[src/rtl/router_pkt_gen_if.sv]
// router_pkt_gen_if: byte stream from the packet generator
// to the router input register stage, with busy backpressure.
interface router_pkt_gen_if;
  logic       pkt_valid;
  logic [7:0] data_out;
  logic       busy;

  modport master (
    output pkt_valid,
    output data_out,
    input  busy
  );

  modport slave (
    input  pkt_valid,
    input  data_out,
    output busy
  );
endinterface

[src/rtl/router_pkt_gen.sv]
// router_pkt_gen: emits header, buffered payload and parity
// bytes to the 1x3 router, honouring busy and an idle gap.
module router_pkt_gen #(
  parameter int MIN_GAP = 2,
  parameter int MAX_LEN = 63
) (
  input  logic       clock,
  input  logic       reset,
  input  logic       wr_en,
  input  logic [5:0] wr_addr,
  input  logic [7:0] wr_data,
  input  logic       start,
  input  logic [1:0] dest_addr,
  input  logic [5:0] pay_len,
  input  logic       inject_err,
  router_pkt_gen_if.master rt,
  output logic       gen_active,
  output logic       done,
  output logic       cfg_err
);

  typedef enum logic [2:0] {
    IDLE,
    HEADER,
    PAYLOAD,
    PARITY,
    GAP
  } state_t;

  state_t     state, state_n;
  logic [7:0] data_q, data_n;
  logic       valid_q, valid_n;
  logic       done_n, cfg_n;
  logic [7:0] par_q, par_n;
  logic [5:0] idx_q, idx_n;
  logic [5:0] len_q, len_n;
  logic       inj_q, inj_n;
  logic [3:0] gap_q, gap_n;

  logic [7:0] mem [64];
  logic [5:0] nidx;
  logic       at_end;
  logic       accept;
  logic [7:0] par_acc;

  assign nidx    = idx_q + 6'd1;
  assign accept  = !rt.busy;
  assign par_acc = par_q ^ data_q;
  // the length field caps the index, so no wrap past MAX_LEN-1
  assign at_end  = (idx_q == len_q - 6'd1) ||
                   (idx_q == 6'(MAX_LEN - 1));

  // payload buffer is only writable between packets
  always_ff @(posedge clock) begin
    if (wr_en && state == IDLE)
      mem[wr_addr] <= wr_data;
  end

  always_ff @(posedge clock or posedge reset) begin
    if (reset) begin
      state   <= IDLE;
      data_q  <= 8'h00;
      valid_q <= 1'b0;
      done    <= 1'b0;
      cfg_err <= 1'b0;
      par_q   <= 8'h00;
      idx_q   <= 6'd0;
      len_q   <= 6'd0;
      inj_q   <= 1'b0;
      gap_q   <= 4'd0;
    end else begin
      state   <= state_n;
      data_q  <= data_n;
      valid_q <= valid_n;
      done    <= done_n;
      cfg_err <= cfg_n;
      par_q   <= par_n;
      idx_q   <= idx_n;
      len_q   <= len_n;
      inj_q   <= inj_n;
      gap_q   <= gap_n;
    end
  end

  always_comb begin
    state_n = state;
    data_n  = data_q;
    valid_n = valid_q;
    done_n  = 1'b0;
    cfg_n   = 1'b0;
    par_n   = par_q;
    idx_n   = idx_q;
    len_n   = len_q;
    inj_n   = inj_q;
    gap_n   = gap_q;
    unique case (state)
      IDLE: begin
        if (start) begin
          if (pay_len == 6'd0 || dest_addr == 2'b11) begin
            cfg_n = 1'b1;
          end else begin
            len_n   = pay_len;
            inj_n   = inject_err;
            data_n  = {pay_len, dest_addr};
            par_n   = {pay_len, dest_addr};
            valid_n = 1'b1;
            state_n = HEADER;
          end
        end
      end
      HEADER: begin
        if (accept) begin
          idx_n   = 6'd0;
          data_n  = mem[0];
          state_n = PAYLOAD;
        end
      end
      PAYLOAD: begin
        if (accept) begin
          par_n = par_acc;
          if (at_end) begin
            valid_n = 1'b0;
            data_n  = par_acc ^ {7'b0, inj_q};
            state_n = PARITY;
          end else begin
            idx_n  = nidx;
            data_n = mem[nidx];
          end
        end
      end
      PARITY: begin
        if (accept) begin
          done_n  = 1'b1;
          data_n  = 8'h00;
          gap_n   = 4'(MIN_GAP);
          state_n = GAP;
        end
      end
      GAP: begin
        gap_n = gap_q - 4'd1;
        if (gap_q <= 4'd1)
          state_n = IDLE;
      end
      default: state_n = IDLE;
    endcase
  end

  assign rt.pkt_valid = valid_q;
  assign rt.data_out  = data_q;
  assign gen_active   = (state != IDLE);

endmodule

[src/flat_wrapper.sv]
// flat-port wrapper written by rule: the top's interface ports become plain ports
module router_pkt_gen_flat 
#(
  parameter int MIN_GAP = 2,
  parameter int MAX_LEN = 63
)
  (clock, reset, wr_en, wr_addr, wr_data, start, dest_addr, pay_len, inject_err, gen_active, done, cfg_err, rt_pkt_valid, rt_data_out, rt_busy);
  router_pkt_gen_if rt_i ();
  input  logic clock;
  input  logic reset;
  input  logic wr_en;
  input  logic [5:0] wr_addr;
  input  logic [7:0] wr_data;
  input  logic start;
  input  logic [1:0] dest_addr;
  input  logic [5:0] pay_len;
  input  logic inject_err;
  output logic gen_active;
  output logic done;
  output logic cfg_err;
  output wire logic [$bits(rt_i.pkt_valid)-1:0] rt_pkt_valid;
  output wire logic [$bits(rt_i.data_out)-1:0] rt_data_out;
  input wire logic [$bits(rt_i.busy)-1:0] rt_busy;
  assign rt_pkt_valid = rt_i.pkt_valid;
  assign rt_data_out = rt_i.data_out;
  assign rt_i.busy = rt_busy;
  router_pkt_gen #(.MIN_GAP(MIN_GAP), .MAX_LEN(MAX_LEN)) u_core (.clock(clock), .reset(reset), .wr_en(wr_en), .wr_addr(wr_addr), .wr_data(wr_data), .start(start), .dest_addr(dest_addr), .pay_len(pay_len), .inject_err(inject_err), .rt(rt_i), .gen_active(gen_active), .done(done), .cfg_err(cfg_err));
endmodule
[config.mk]
export PLATFORM = sky130hd
export DESIGN_NAME = router_pkt_gen_flat
export DESIGN_NICKNAME = d
export VERILOG_FILES = /design/src/rtl/router_pkt_gen_if.sv /design/src/rtl/router_pkt_gen.sv /design/src/flat_wrapper.sv
export SDC_FILE = /design/constraint.sdc
export NUM_CORES = 1
export LEC_CHECK = 0
export CAP_MARGIN = 20
export CORE_UTILIZATION = 55
export CTS_BUF_LIST = sky130_fd_sc_hd__clkbuf_4
export DETAILED_ROUTE_END_ITERATION = 7
export GPL_TIMING_DRIVEN = 0
export PLACE_DENSITY_LB_ADDON = 0.1
export SLEW_MARGIN = 20
export SYNTH_ARGS = -nofsm -noshare
export SYNTH_HDL_FRONTEND = slang
export SYNTH_SLANG_ARGS = --single-unit
export TNS_END_PERCENT = 30
[constraint.sdc]
create_clock -name clock -period 8.4 [get_ports clock]
set_input_delay 2.52 -clock clock [delete_from_list [all_inputs] [get_ports clock]]
set_output_delay 2.52 -clock clock [all_outputs]
set_load 0.01 [all_outputs]
**Word level (Yosys, flattened, before mapping)**

Memory sizes are Yosys's and may differ from the RTL's.
Index checks and enable logic that the tools add are counted.

- Add/subtract/negate cells: 3
- Order comparisons: 1
- Eq/ne operators: 15
- Mux-type cells: 35
- Bitwise operators: 3
- Reduce and logical (&&, ||, !) cells: 17

Operator list:

| kind | number |
|---|---|
| 2-to-1 mux 8 bit | 7 |
| case mux 8 bit (4 select lines) | 1 |
| 2-to-1 mux 3 bit | 7 |
| 2-to-1 mux 6 bit | 3 |
| case mux 8 bit (2 select lines) | 1 |
| case mux 3 bit (5 select lines) | 1 |
| != test 2 bit (second input constant) | 6 |
| case mux 6 bit (2 select lines) | 1 |
| 2-to-1 mux 1 bit | 11 |
| case mux 4 bit (2 select lines) | 1 |
| AND reduction 4 bit | 2 |
| bitwise XOR 8 x 1 -> 8 bit | 1 |
| bitwise XOR 8 bit | 1 |
| AND reduction 7 bit | 1 |
| adder 6 x 1 -> 6 bit (second input constant) | 1 |
| equality test 3 x 2 -> 1 bit (second input constant) | 2 |
| equality test 6 bit | 1 |
| equality test 6 bit (second input constant) | 1 |
| logical NOT 6 bit | 1 |
| AND reduction 6 bit | 1 |
| nonzero test 2 bit | 3 |
| subtractor 6 x 1 -> 6 bit (second input constant) | 1 |
| AND reduction 5 bit | 1 |
| <= comparator 4 x 1 -> 1 bit (second input constant) | 1 |
| 15 further kinds | 17 |

- Flip-flop bits (word level): 39
- Bits in writable memories: 512
- Input port bits: 28
- Output and inout port bits: 12
- Word-level logic and storage cells: 85
- Memories kept: 1

Memory list:

| name | words | width | rd ports | clocked after Yosys merged registers in | wr ports | RTL line | source |
|---|---|---|---|---|---|---|---|
| u_core.mem | 64 | 8 | 2 | 0 | 1 | router_pkt_gen.sv:40 | `logic [7:0] mem [64];` |

**Longest topological paths before layout**

- Depth after elaboration: 6
- Mapped depth: 15
- Gate-level depth less buffers: 9

**Least setup slack after synthesis**

No wires, ideal clock.

- Path kind: input -> register
- Start point: input port wr_addr[5]
- End point: memory u_core.mem[38][0] (enable)
- Library setup time: 0.370 ns
- Arrival time: 3.726 ns
- Data required time: 8.030 ns
- Setup slack: 4.303 ns
- Stages on the path: 4
- Buffers on the path: 2
- Cells stage by stage: clkbuf_1 -> or3b_2 -> clkbuf_1 -> nor2_1

RTL lines:

| element | RTL line | source |
|---|---|---|
| start, declared | flat_wrapper.sv:12 | `input logic [5:0] wr_addr;` |
| end, declared | router_pkt_gen.sv:40 |  |

No word-level cell before the write port.

**Final worst setup path**

- Start point: register u_core.idx_q[0]
- End point: register u_core.data_q[7], in the netlist u_core.rt.data_out[7]

- Word-level cells in the longest chain between the ends: 5
- Elaborated cells on any way between the ends: 8
- Those cells by class: add/sub (1); eq/ne (2); mux (3); reduce/logical (1); memory (1)

Ends and longest elaborated chain:

| element | RTL line | source |
|---|---|---|
| start, declared | router_pkt_gen.sv:35 | `logic [5:0] idx_q, idx_n;` |
| start signal, assigned | router_pkt_gen.sv:78 | `idx_q <= idx_n;` |
| adder 6 x 1 -> 6 bit (tied with other cells) | router_pkt_gen.sv:46 | `assign nidx = idx_q + 6'd1;` |
| memory (64 x 8 bit) / logical OR 1 bit (equally long branches) | -- |  |
| 2-to-1 mux 8 bit * | router_pkt_gen.sv:121 | `if (at_end) begin` |
| 2-to-1 mux 8 bit * | router_pkt_gen.sv:119 | `if (accept) begin` |
| case mux 8 bit (4 select lines) * | router_pkt_gen.sv:96 | `unique case (state)` |
| end signal, assigned | router_pkt_gen.sv:73 | `data_q <= data_n;` |
| end, declared | router_pkt_gen.sv:31 | `logic [7:0] data_q, data_n;` |

Every way passes the cells marked *; elsewhere a longest branch is shown, timed or not. The select of a mux whose other input is x is not followed.
A chain may end at the register's enable or synchronous reset.

==> metrics.csv <==
metric,value,unit
status,completed,
dpl.hpwl,34100,microns
p_comb_share,32.2,%
port_buffers,36,
grt_pass1_vias,12339,
initial_utilization,55.9,%
dieArea,41300,sq um
avgSynthCellArea,19.0,sq um
antenna_found_initial,1,
fin_setup_tns,0,ns
cp_slowest_stage_delay,0.79,ns
synth_top_cell_by_area,edfxtp_1,
vdd_ir_drop_max,0.155,mV
path_class,flop to flop,
cts_max_level,4,
final_cell_mix,"512 x edfxtp_1, 199 x clkbuf_4, 130 x mux4_2",
worstHoldPathType,flop to flop,
final.setup_skew,0.0226,ns
finalWorstPathRequiredPeriod,5.16,ns
final-max-slew-violation-count,0,
ys_types,55,
cts_buffer_depth,3,
relSlewSlack,37.3,%
yosys_warnings,0,
setup_viol,0,
cts_resized,0,
wl_per_cell,26.1,microns
clkSlewWorstSetupHoldPaths,0.07,ns
route.final.wire_length,51400,microns
synth_area,22300,sq um
firstDrtPassIters,7,
p_sw,2.57,mW
max_freq,194,MHz
hold_slack,0.487,ns
numCtsBuffers,141,
final_common_cell,edfxtp_1,
switching_share,32.5,%
fill_cells,2922,
clkPwrFrac,27.3,%
async_reset_ff_share,7.08,%
grt_pass1_wl,77300,microns
viasPerCell,6.10,
gp_congestion,0.904,
dr_total_vias,11999,
hold_depth,1,
detail-route-antenna-nets,0,
cpMostUsedCell,buf_2,
critPathMaxFanout,10,
worstPathRequired,9.15,ns
synth_edf_count,512,
syn_inst,1171,
cts_sinks,551,
synth_area_leaders,"edfxtp_1 69%, mux4_2 13%, dfrtp_1 4.4%",
yosysSeqAreaShare,73.4,%
drive_gt1_share,28.5,%
grt_overflow,0,
design_power_total,7.89,mW
core-area,39800,sq um
ys.flop_type,edfxtp_1,
cp.arrival,5.91,ns
syn_nets,1204,
period_share,61.4,%
die_h,203,microns
regArea,16400,sq um
cellInternalPower,5.33,mW
cts_tree,done,
holdBufCountCts,0,
drtIter0Drc,1173,
end_kind,flop,
fin_nets,1390,
ios,40,
multi_input_area,5600,sq um
crit_path_top_delay_cell,a222oi_1,
p_per_area,315,nW/um^2
rows,73,
area_growth,12.6,%
grtUsageTotal,26.2,%
die_w,203,microns
path_cells,buf_2 > buf_6 > buf_2 > inv_1 > buf_4 > buf_4 > ha_1 > buf_2 > buf_1 > mux4_2 > mux2i_1 > a222oi_1 > nand4_1 > a31oi_1,
yosys.area.top_type_share,69.0,%
power.leakage,8.22,nW
grt_max_degree,65,
clkLatencyLatePin,0.82,ns
startpoint_type,flop,
final_core_util,63.0,%
rsz0062_at_grt,false,
root_buffer,clkbuf_4,
tightest_slew,0.941,ns
p_seq_share,40.5,%
synth-seq-cells,551,
r2r_cells,14,
hold_viol,0,
max-cap-violations,0,
drc_errors,0,
post-cts-setup-buffer-count,0,
==> sequential cells by signal, summed over array words and instances, names as in the netlist <==
signal / cells
u_core.rt.pkt_valid: 1
u_core.inj_q: 1
u_core.idx_q: 6
u_core.done: 1
u_core.mem: 512
u_core.gap_q: 4
u_core.par_q: 8
u_core.rt.data_out: 8
u_core.cfg_err: 1
u_core.state: 3
u_core.len_q: 6
==> Yosys cell counts (all sizes together) (2+ instances only) <==
master,number
nand4,15
or4,2
a21boi,2
nor3,5
inv,10
a222oi,15
nand3b,4
nor2b,11
mux2i,44
nand2b,14
nor3b,3
and3,2
o21ai,31
clkbuf,27
o221a,7
a221o,2
xnor2,15
xor2,9
nand3,32
nand2,56
nor4,2
dfrtp,39
or3b,2
a21oi,21
mux4,130
buf,32
mux2,8
ha,5
nor2,81
o31ai,2
or3,9
a31oi,9
and2,3
edfxtp,512
==> layout make-up <==
class	instances	area share [%]
sequential	551	65.2
multi-input combinational	551	22.3
clock buffer	197	5.90
tap	525	2.62
timing repair buffer	43	1.92
buffer	59	1.15
clock inverter	31	0.733
inverter	10	0.150
antenna	1	0.00998
==> final timing paths <==
check                                            start                                 to  slack, ns
min in group asynchronous                        reset        u_core.gap_q[0]$_DFFE_PP0P_       1.93
setup / recovery           u_core.idx_q[0]$_DFFE_PP0P_  u_core.rt.data_out[7]$_DFFE_PP0P_       3.24
setup reg to reg           u_core.idx_q[0]$_DFFE_PP0P_  u_core.rt.data_out[7]$_DFFE_PP0P_       3.24
hold reg to reg            u_core.gap_q[3]$_DFFE_PP0P_        u_core.gap_q[3]$_DFFE_PP0P_       0.49
max in group asynchronous                        reset        u_core.len_q[5]$_DFFE_PP0P_       6.01
hold / removal             u_core.gap_q[3]$_DFFE_PP0P_        u_core.gap_q[3]$_DFFE_PP0P_       0.49
==> worst max-delay path, delay by kind of cell (launching register included) <==
kind,cells,cell delay (ns)
buf+inv,8,2.54
compound gates,2,1.01
mux,2,0.51
fa+ha+maj,1,0.37
flops,1,0.35
simple gates,1,0.28
==> per-stage QoR <==
stage / setup WS, ns / cells / instance area, sq um
after floorplan: 4.30 / 1171 / 22300
final: 3.24 / 1968 / 25100
after CTS: 3.19 / 1967 / 25100
after global placement: 3.15 / 1732 / 23300
after detailed placement: 3.14 / 1739 / 23400
after global routing: 3.02 / 1968 / 25100
==> layer usage <==
| layer | global-route usage [%] | vias to the layer above | wire (microns) |
|---|---|---|---|
| met3 | 6.57 | 88 | 3890 |
| met1 | 37.1 | 6193 | 21700 |
| li1 | - | 5226 | - |
| met5 | 0 | - | 0 |
| met2 | 39.3 | 492 | 24300 |
| met4 | 10.9 | 0 | 1480 |
==> kinds of logic after synthesis <==
family | after synthesis | synth area share [%]
flip-flops | 551 | 73.4
AND/OR/NAND/NOR | 241 | 5.17
multiplexers | 182 | 15.5
AO/OA/AOI/OAI | 99 | 3.17
buffers and inverters | 69 | 1.47
XOR/XNOR | 24 | 0.977
adder cells (fa/ha/maj) | 5 | 0.281
==> power by group through the flow <==
stage,clock (mW),sequential (mW),combinational [mW]
after CTS,2.21,3.19,2.54
final,2.16,3.19,2.54
after floorplan,0,3.23,1.67
after global placement,0,3.25,2.51
after global routing,2.35,3.21,2.69
after detailed placement,0,3.25,2.54
No activity file was read; power rests on OpenSTA's default activity.
